**config.mk**
```make
export PLATFORM = sky130hd
export DESIGN_NAME = fp_mul_sched
export DESIGN_NICKNAME = d
export VERILOG_FILES = /design/src/rtl/fp_mul_sched.sv
export SDC_FILE = /design/constraint.sdc
export NUM_CORES = 2
export LEC_CHECK = 0
export BUFFER_PORTS_ARGS = -buffer_cell sky130_fd_sc_hd__buf_2
export CORE_MARGIN = 2
export CORE_UTILIZATION = 60
export DETAILED_ROUTE_END_ITERATION = 8
export MAX_ROUTING_LAYER = met4
export PLACE_DENSITY = 0.82
export SETUP_SLACK_MARGIN = 0.02
export SLEW_MARGIN = 20
export SYNTH_ARGS = -nofsm -noshare
export SYNTH_HDL_FRONTEND = slang
export SYNTH_SLANG_ARGS = --single-unit
```
**constraint.sdc**
```tcl
create_clock -name clk -period 17.7 [get_ports clk]
set_input_delay 0.885 -clock clk [delete_from_list [all_inputs] [get_ports clk]]
set_output_delay 0.885 -clock clk [all_outputs]
set_load 0.1 [all_outputs]
```
**src/rtl/fp_mul_sched.sv**
```systemverilog
// Round-robin scheduler sharing one combinational single-precision multiplier among NREQ requesters.
// Operands are registered ahead of the multiplier and the product is registered after it.
module fp_mul_sched #(
    parameter int NREQ     = 4,
    parameter int MUL_WAIT = 1,
    parameter int CNTW     = 16,
    localparam int IDW     = $clog2(NREQ)
) (
    input  logic                 clk,
    input  logic                 rst,
    input  logic [NREQ-1:0]      req_valid_i,
    output logic [NREQ-1:0]      req_ready_o,
    input  logic [32*NREQ-1:0]   req_a_i,
    input  logic [32*NREQ-1:0]   req_b_i,
    output logic                 resp_valid_o,
    input  logic                 resp_ready_i,
    output logic [31:0]          resp_data_o,
    output logic [IDW-1:0]       resp_id_o,
    output logic                 busy_o,
    output logic [CNTW-1:0]      op_count_o
);

    localparam logic [1:0] ST_IDLE = 2'd0;
    localparam logic [1:0] ST_EXEC = 2'd1;
    localparam logic [1:0] ST_RESP = 2'd2;

    localparam logic [3:0]      WAIT_INIT = 4'(MUL_WAIT - 1);
    localparam logic [NREQ-1:0] ONE_HOT0  = {{(NREQ-1){1'b0}}, 1'b1};
    localparam logic [IDW-1:0]  LAST_ID   = IDW'(NREQ - 1);
    localparam logic [IDW:0]    NREQ_W    = (IDW+1)'(NREQ);

    logic [1:0]      state_q,    state_d;
    logic [IDW-1:0]  rr_ptr_q,   rr_ptr_d;
    logic [31:0]     op_a_q,     op_a_d;
    logic [31:0]     op_b_q,     op_b_d;
    logic [31:0]     res_q,      res_d;
    logic [IDW-1:0]  id_q,       id_d;
    logic [3:0]      wait_q,     wait_d;
    logic [CNTW-1:0] op_count_q, op_count_d;

    logic            grant_found_s;
    logic [IDW-1:0]  grant_idx_s;
    logic [IDW:0]    cand_sum_s;
    logic [IDW:0]    cand_s;
    logic            cand_hit_s;
    logic [31:0]     mul_result_s;
    logic [IDW+4:0]  grant_base_s;

    // Truncating multiplier: no rounding, zero operands force a zero result,
    // exponent simply wraps (no NaN/Inf/overflow handling).
    function automatic logic [31:0] fp_mul(input logic [31:0] x, input logic [31:0] y);
        logic [47:0] prod;
        logic [9:0]  exp_sum;
        logic [22:0] frac;
        logic [31:0] res;
        prod    = {24'd0, 1'b1, x[22:0]} * {24'd0, 1'b1, y[22:0]};
        exp_sum = {2'b00, x[30:23]} + {2'b00, y[30:23]} - 10'd127;
        if (prod[47]) begin
            frac    = prod[46:24];
            exp_sum = exp_sum + 10'd1;
        end else begin
            frac    = prod[45:23];
        end
        if ((x == 32'd0) || (y == 32'd0)) begin
            res = 32'd0;
        end else begin
            res = {x[31] ^ y[31], exp_sum[7:0], frac};
        end
        return res;
    endfunction

    assign mul_result_s = fp_mul(op_a_q, op_b_q);

    // Round-robin search: first valid requester at or after rr_ptr, wrapping.
    always_comb begin
        grant_found_s = 1'b0;
        grant_idx_s   = '0;
        cand_sum_s    = '0;
        cand_s        = '0;
        cand_hit_s    = 1'b0;
        for (int k = 0; k < NREQ; k++) begin
            cand_sum_s    = {1'b0, rr_ptr_q} + (IDW+1)'(k);
            cand_s        = (cand_sum_s >= NREQ_W) ? (cand_sum_s - NREQ_W) : cand_sum_s;
            cand_hit_s    = !grant_found_s && req_valid_i[cand_s[IDW-1:0]];
            grant_idx_s   = cand_hit_s ? cand_s[IDW-1:0] : grant_idx_s;
            grant_found_s = grant_found_s | cand_hit_s;
        end
    end

    assign grant_base_s = {grant_idx_s, 5'b00000};

    // Next-state logic for the IDLE -> EXEC -> RESP cycle.
    always_comb begin
        state_d    = state_q;
        rr_ptr_d   = rr_ptr_q;
        op_a_d     = op_a_q;
        op_b_d     = op_b_q;
        res_d      = res_q;
        id_d       = id_q;
        wait_d     = wait_q;
        op_count_d = op_count_q;
        case (state_q)
            ST_IDLE: begin
                if (grant_found_s) begin
                    op_a_d   = req_a_i[grant_base_s +: 32];
                    op_b_d   = req_b_i[grant_base_s +: 32];
                    id_d     = grant_idx_s;
                    rr_ptr_d = (grant_idx_s == LAST_ID) ? '0 : (grant_idx_s + IDW'(1));
                    wait_d   = WAIT_INIT;
                    state_d  = ST_EXEC;
                end else begin
                    state_d  = ST_IDLE;
                end
            end
            ST_EXEC: begin
                if (wait_q == 4'd0) begin
                    res_d   = mul_result_s;
                    state_d = ST_RESP;
                end else begin
                    wait_d  = wait_q - 4'd1;
                end
            end
            ST_RESP: begin
                // The grant for the next operation waits for the following IDLE cycle.
                if (resp_ready_i) begin
                    state_d    = ST_IDLE;
                    op_count_d = op_count_q + CNTW'(1);
                end else begin
                    state_d    = ST_RESP;
                end
            end
            default: begin
                state_d = ST_IDLE;
            end
        endcase
    end

    // State and datapath registers.
    always_ff @(posedge clk or posedge rst) begin
        if (rst) begin
            state_q    <= ST_IDLE;
            rr_ptr_q   <= '0;
            op_a_q     <= 32'd0;
            op_b_q     <= 32'd0;
            res_q      <= 32'd0;
            id_q       <= '0;
            wait_q     <= 4'd0;
            op_count_q <= '0;
        end else begin
            state_q    <= state_d;
            rr_ptr_q   <= rr_ptr_d;
            op_a_q     <= op_a_d;
            op_b_q     <= op_b_d;
            res_q      <= res_d;
            id_q       <= id_d;
            wait_q     <= wait_d;
            op_count_q <= op_count_d;
        end
    end

    assign req_ready_o  = ((state_q == ST_IDLE) && grant_found_s) ? (ONE_HOT0 << grant_idx_s) : '0;
    assign resp_valid_o = (state_q == ST_RESP);
    assign resp_data_o  = res_q;
    assign resp_id_o    = id_q;
    assign busy_o       = (state_q != ST_IDLE);
    assign op_count_o   = op_count_q;

endmodule

```
==> flow_summary.json <==
{
  "dp_cells": 3924,
  "first_pass_iters": 6,
  "clockBufferDepth": 2,
  "ios": 319,
  "fmax_ghz": 0.1156,
  "cts_inserted_buffers": 17,
  "antenna_found_initial": 2,
  "ys_warn_count": 0,
  "end_kind": "flop",
  "min_period_over_period_pct": 48.89,
  "rsz0062_at_grt": "no",
  "finalSetupViolations": 0,
  "maxSlewHeadroom_pct": 25.10,
  "syn_inst": 3160,
  "worstHoldStart": "resp_data_o[0]",
  "status": "finished, final reports clean",
  "grt_use_total_pct": 35.43,
  "route.vias.total": 22454,
  "reg2reg_slack_ns": 9.05,
  "clock_latency_ns": 0.45,
  "grt_max_degree": 133,
  "synthFlopType": "dfrtp_1",
  "hold_class": "reg2reg",
  "grt-ovfl-total": 0,
  "cp-startpoint": "op_b_q[12]",
  "n_fill_cell": 3480,
  "drv_cap": 0,
  "synth_cell_types": 75,
  "synthArstFlopShare_pct": 100.0,
  "dieArea_sq_um": 45250,
  "core_area_sq_um": 43080,
  "fin_nets": 4292,
  "syn_nets": 4094,
  "grt_pass1_vias": 22879,
  "root_buffer": "clkbuf_16",
  "fin_cells": 3958,
  "routed_wl_um": 75320,
  "setup-tns-final_ns": 0,
  "drt-initial-drc-count": 1740,
  "fin_worst_skew_ns": 0.01207,
  "drc_errors": 0,
  "clk_transition_reported_paths_ns": 0.07,
  "die_x_um": 212.7,
  "path_max_fanout": 32,
  "cts_sinks": 122,
  "r2r-start": "op_b_q[12]",
  "port_buffers": 318,
  "required_ns": 18.03,
  "min_period_ns": 8.653,
  "crit_end": "resp_data_o[8]",
  "post_cts_resized": 0,
  "regToRegEndpoint": "resp_data_o[8]",
  "grt_pass1_wl_um": 118700,
  "post_cts_buffers": 0,
  "arrival_ns": 8.99,
  "layout-drive-gt1-share_pct": 12.25,
  "final_cell_mix": "696 x nand2_1, 605 x inv_1, 482 x fa_1, 318 x buf_2, 244 x and2_1",
  "final_common_cell": "nand2_1",
  "ys_seq_area_share_pct": 11.68,
  "synth-edff-count": 0,
  "postRouteAntennaNets": 0,
  "final_hold_viol_count": 0,
  "synthesis.area_sq_um": 26140,
  "vias_per_cell": 5.673,
  "worstMarginPinSlew_ns": 1.124,
  "die_height_um": 212.7,
  "cts_tree": "yes",
  "r2r_cells": 23,
  "hpwlAfterDp_um": 59940,
  "gp_congestion": 0.9596,
  "area_growth_pct": 9.827,
  "drt-wirelength-per-cell_um": 19.03,
  "rows": 76,
  "slew_viol_final": 0,
  "avgSynthCellArea_sq_um": 8.272,
  "worst-setup-path-type": "reg2reg",
  "synth_seq_cells": 122,
  "htreeDepth": 4,
  "cts_hold_buf": 0,
  "initial_core_util_pct": 60.68,
  "critPathLaunchType": "flop"
}
-- state kept, by name (all words and copies together), names as in the netlist --
| signal | flops |
|---|---|
| op_count_o | 16 |
| op_b_q | 32 |
| resp_data_o | 32 |
| op_a_q | 32 |
| state_q | 2 |
| resp_id_o | 2 |
| rr_ptr_q | 2 |
| wait_q | 4 |
-- per-stage QoR --
stage	util, %	area (sq um)	hold WS [ns]	worst slack [ns]
6_report	66.64	28710	0.4772	9.047
5_1_grt	66.64	28710	0.5154	8.736
4_1_cts	66.62	28700	0.4832	9.183
3_5_place_dp	65.24	28100	0.4685	9.215
3_3_place_gp	65.24	28100	0.4582	9.410
2_1_floorplan	-	26140	0.4757	10.74
-- Yosys cell counts, types with 4 or more instances --
cell / count / share of area, %
a211o_1: 6 / 0.20
a211oi_1: 4 / 0.11
a21o_1: 15 / 0.43
a21oi_1: 49 / 0.94
a22o_1: 7 / 0.23
a31oi_1: 5 / 0.12
and2_1: 244 / 5.8
and3_1: 6 / 0.14
buf_2: 6 / 0.11
clkbuf_1: 165 / 2.4
dfrtp_1: 122 / 12
fa_1: 482 / 37
ha_1: 189 / 9.0
inv_1: 607 / 8.7
mux2i_1: 21 / 0.80
nand2_1: 696 / 10
nand2b_1: 6 / 0.14
nand3_1: 88 / 1.7
nand4_1: 20 / 0.48
nor2_1: 68 / 0.98
nor2b_1: 7 / 0.17
nor3_1: 11 / 0.21
nor4_1: 23 / 0.55
o211ai_1: 26 / 0.75
o21a_1: 4 / 0.11
o21ai_0: 151 / 2.9
o21ai_1: 5 / 0.096
o21bai_1: 6 / 0.17
o311ai_0: 6 / 0.20
o31ai_1: 5 / 0.14
or3_1: 5 / 0.12
xnor2_1: 30 / 1.0
xor2_1: 13 / 0.44
-- critical path, cell delays in order, from the launching register on --
cell and delay (ns):
dfrtp_1 0.90, inv_1 0.42, nor2_1 0.25, fa_1 0.41, inv_1 0.08, fa_1 0.44
inv_1 0.10, fa_1 0.44, fa_1 0.57, fa_1 0.44, fa_1 0.49, inv_1 0.05
fa_1 0.48, inv_1 0.05, ha_1 0.33, a21oi_2 0.22, o211ai_1 0.14, a41oi_1 0.53
nor2b_2 0.11, or2_2 0.35, o2111ai_2 0.22, nand3_2 0.71, mux2_2 0.55, a32o_1 0.24
-- how the worst min path moves through the flow --
stage | to | depth (start not counted)
floorplan | op_b_q[24] | 2
global placement | resp_id_o[1] | 2
detailed placement | resp_data_o[29] | 2
CTS | resp_id_o[1] | 2
global route | resp_id_o[1] | 2
finish | resp_data_o[0] | 2
-- cell type report --
cell class	count	area (sq um)	area share [%]
Clock buffer	19	452.9	1.578
Multi-Input combinational cell	2255	20180	70.28
Clock inverter	13	142.6	0.4969
Tap cell	585	732.0	2.550
Sequential cell	122	3053	10.63
Inverter	610	2295	7.993
Antenna cell	2	5.005	0.01743
Timing Repair Buffer	352	1851	6.446
-- kinds of logic after synthesis --
family / after synthesis / synth area share, %
AND/OR/NAND/NOR: 1197 / 21.15
buffers and inverters: 783 / 11.32
adder cells (fa/ha/maj): 671 / 45.96
AO/OA/AOI/OAI: 320 / 7.515
flip-flops: 122 / 11.68
XOR/XNOR: 43 / 1.441
multiplexers: 24 / 0.9334
-- layer usage --
metal  vias up  track usage [%]  wire length, um
met5         -                -                0
met4         0            22.43             5543
met3       287            5.133             6040
met2      1175            57.67            36940
met1     10993            41.65            26800
li1       9999                -                -
Power is not shown: default switching activity piles up to over one toggle a cycle in this logic, so the estimate is an artifact.
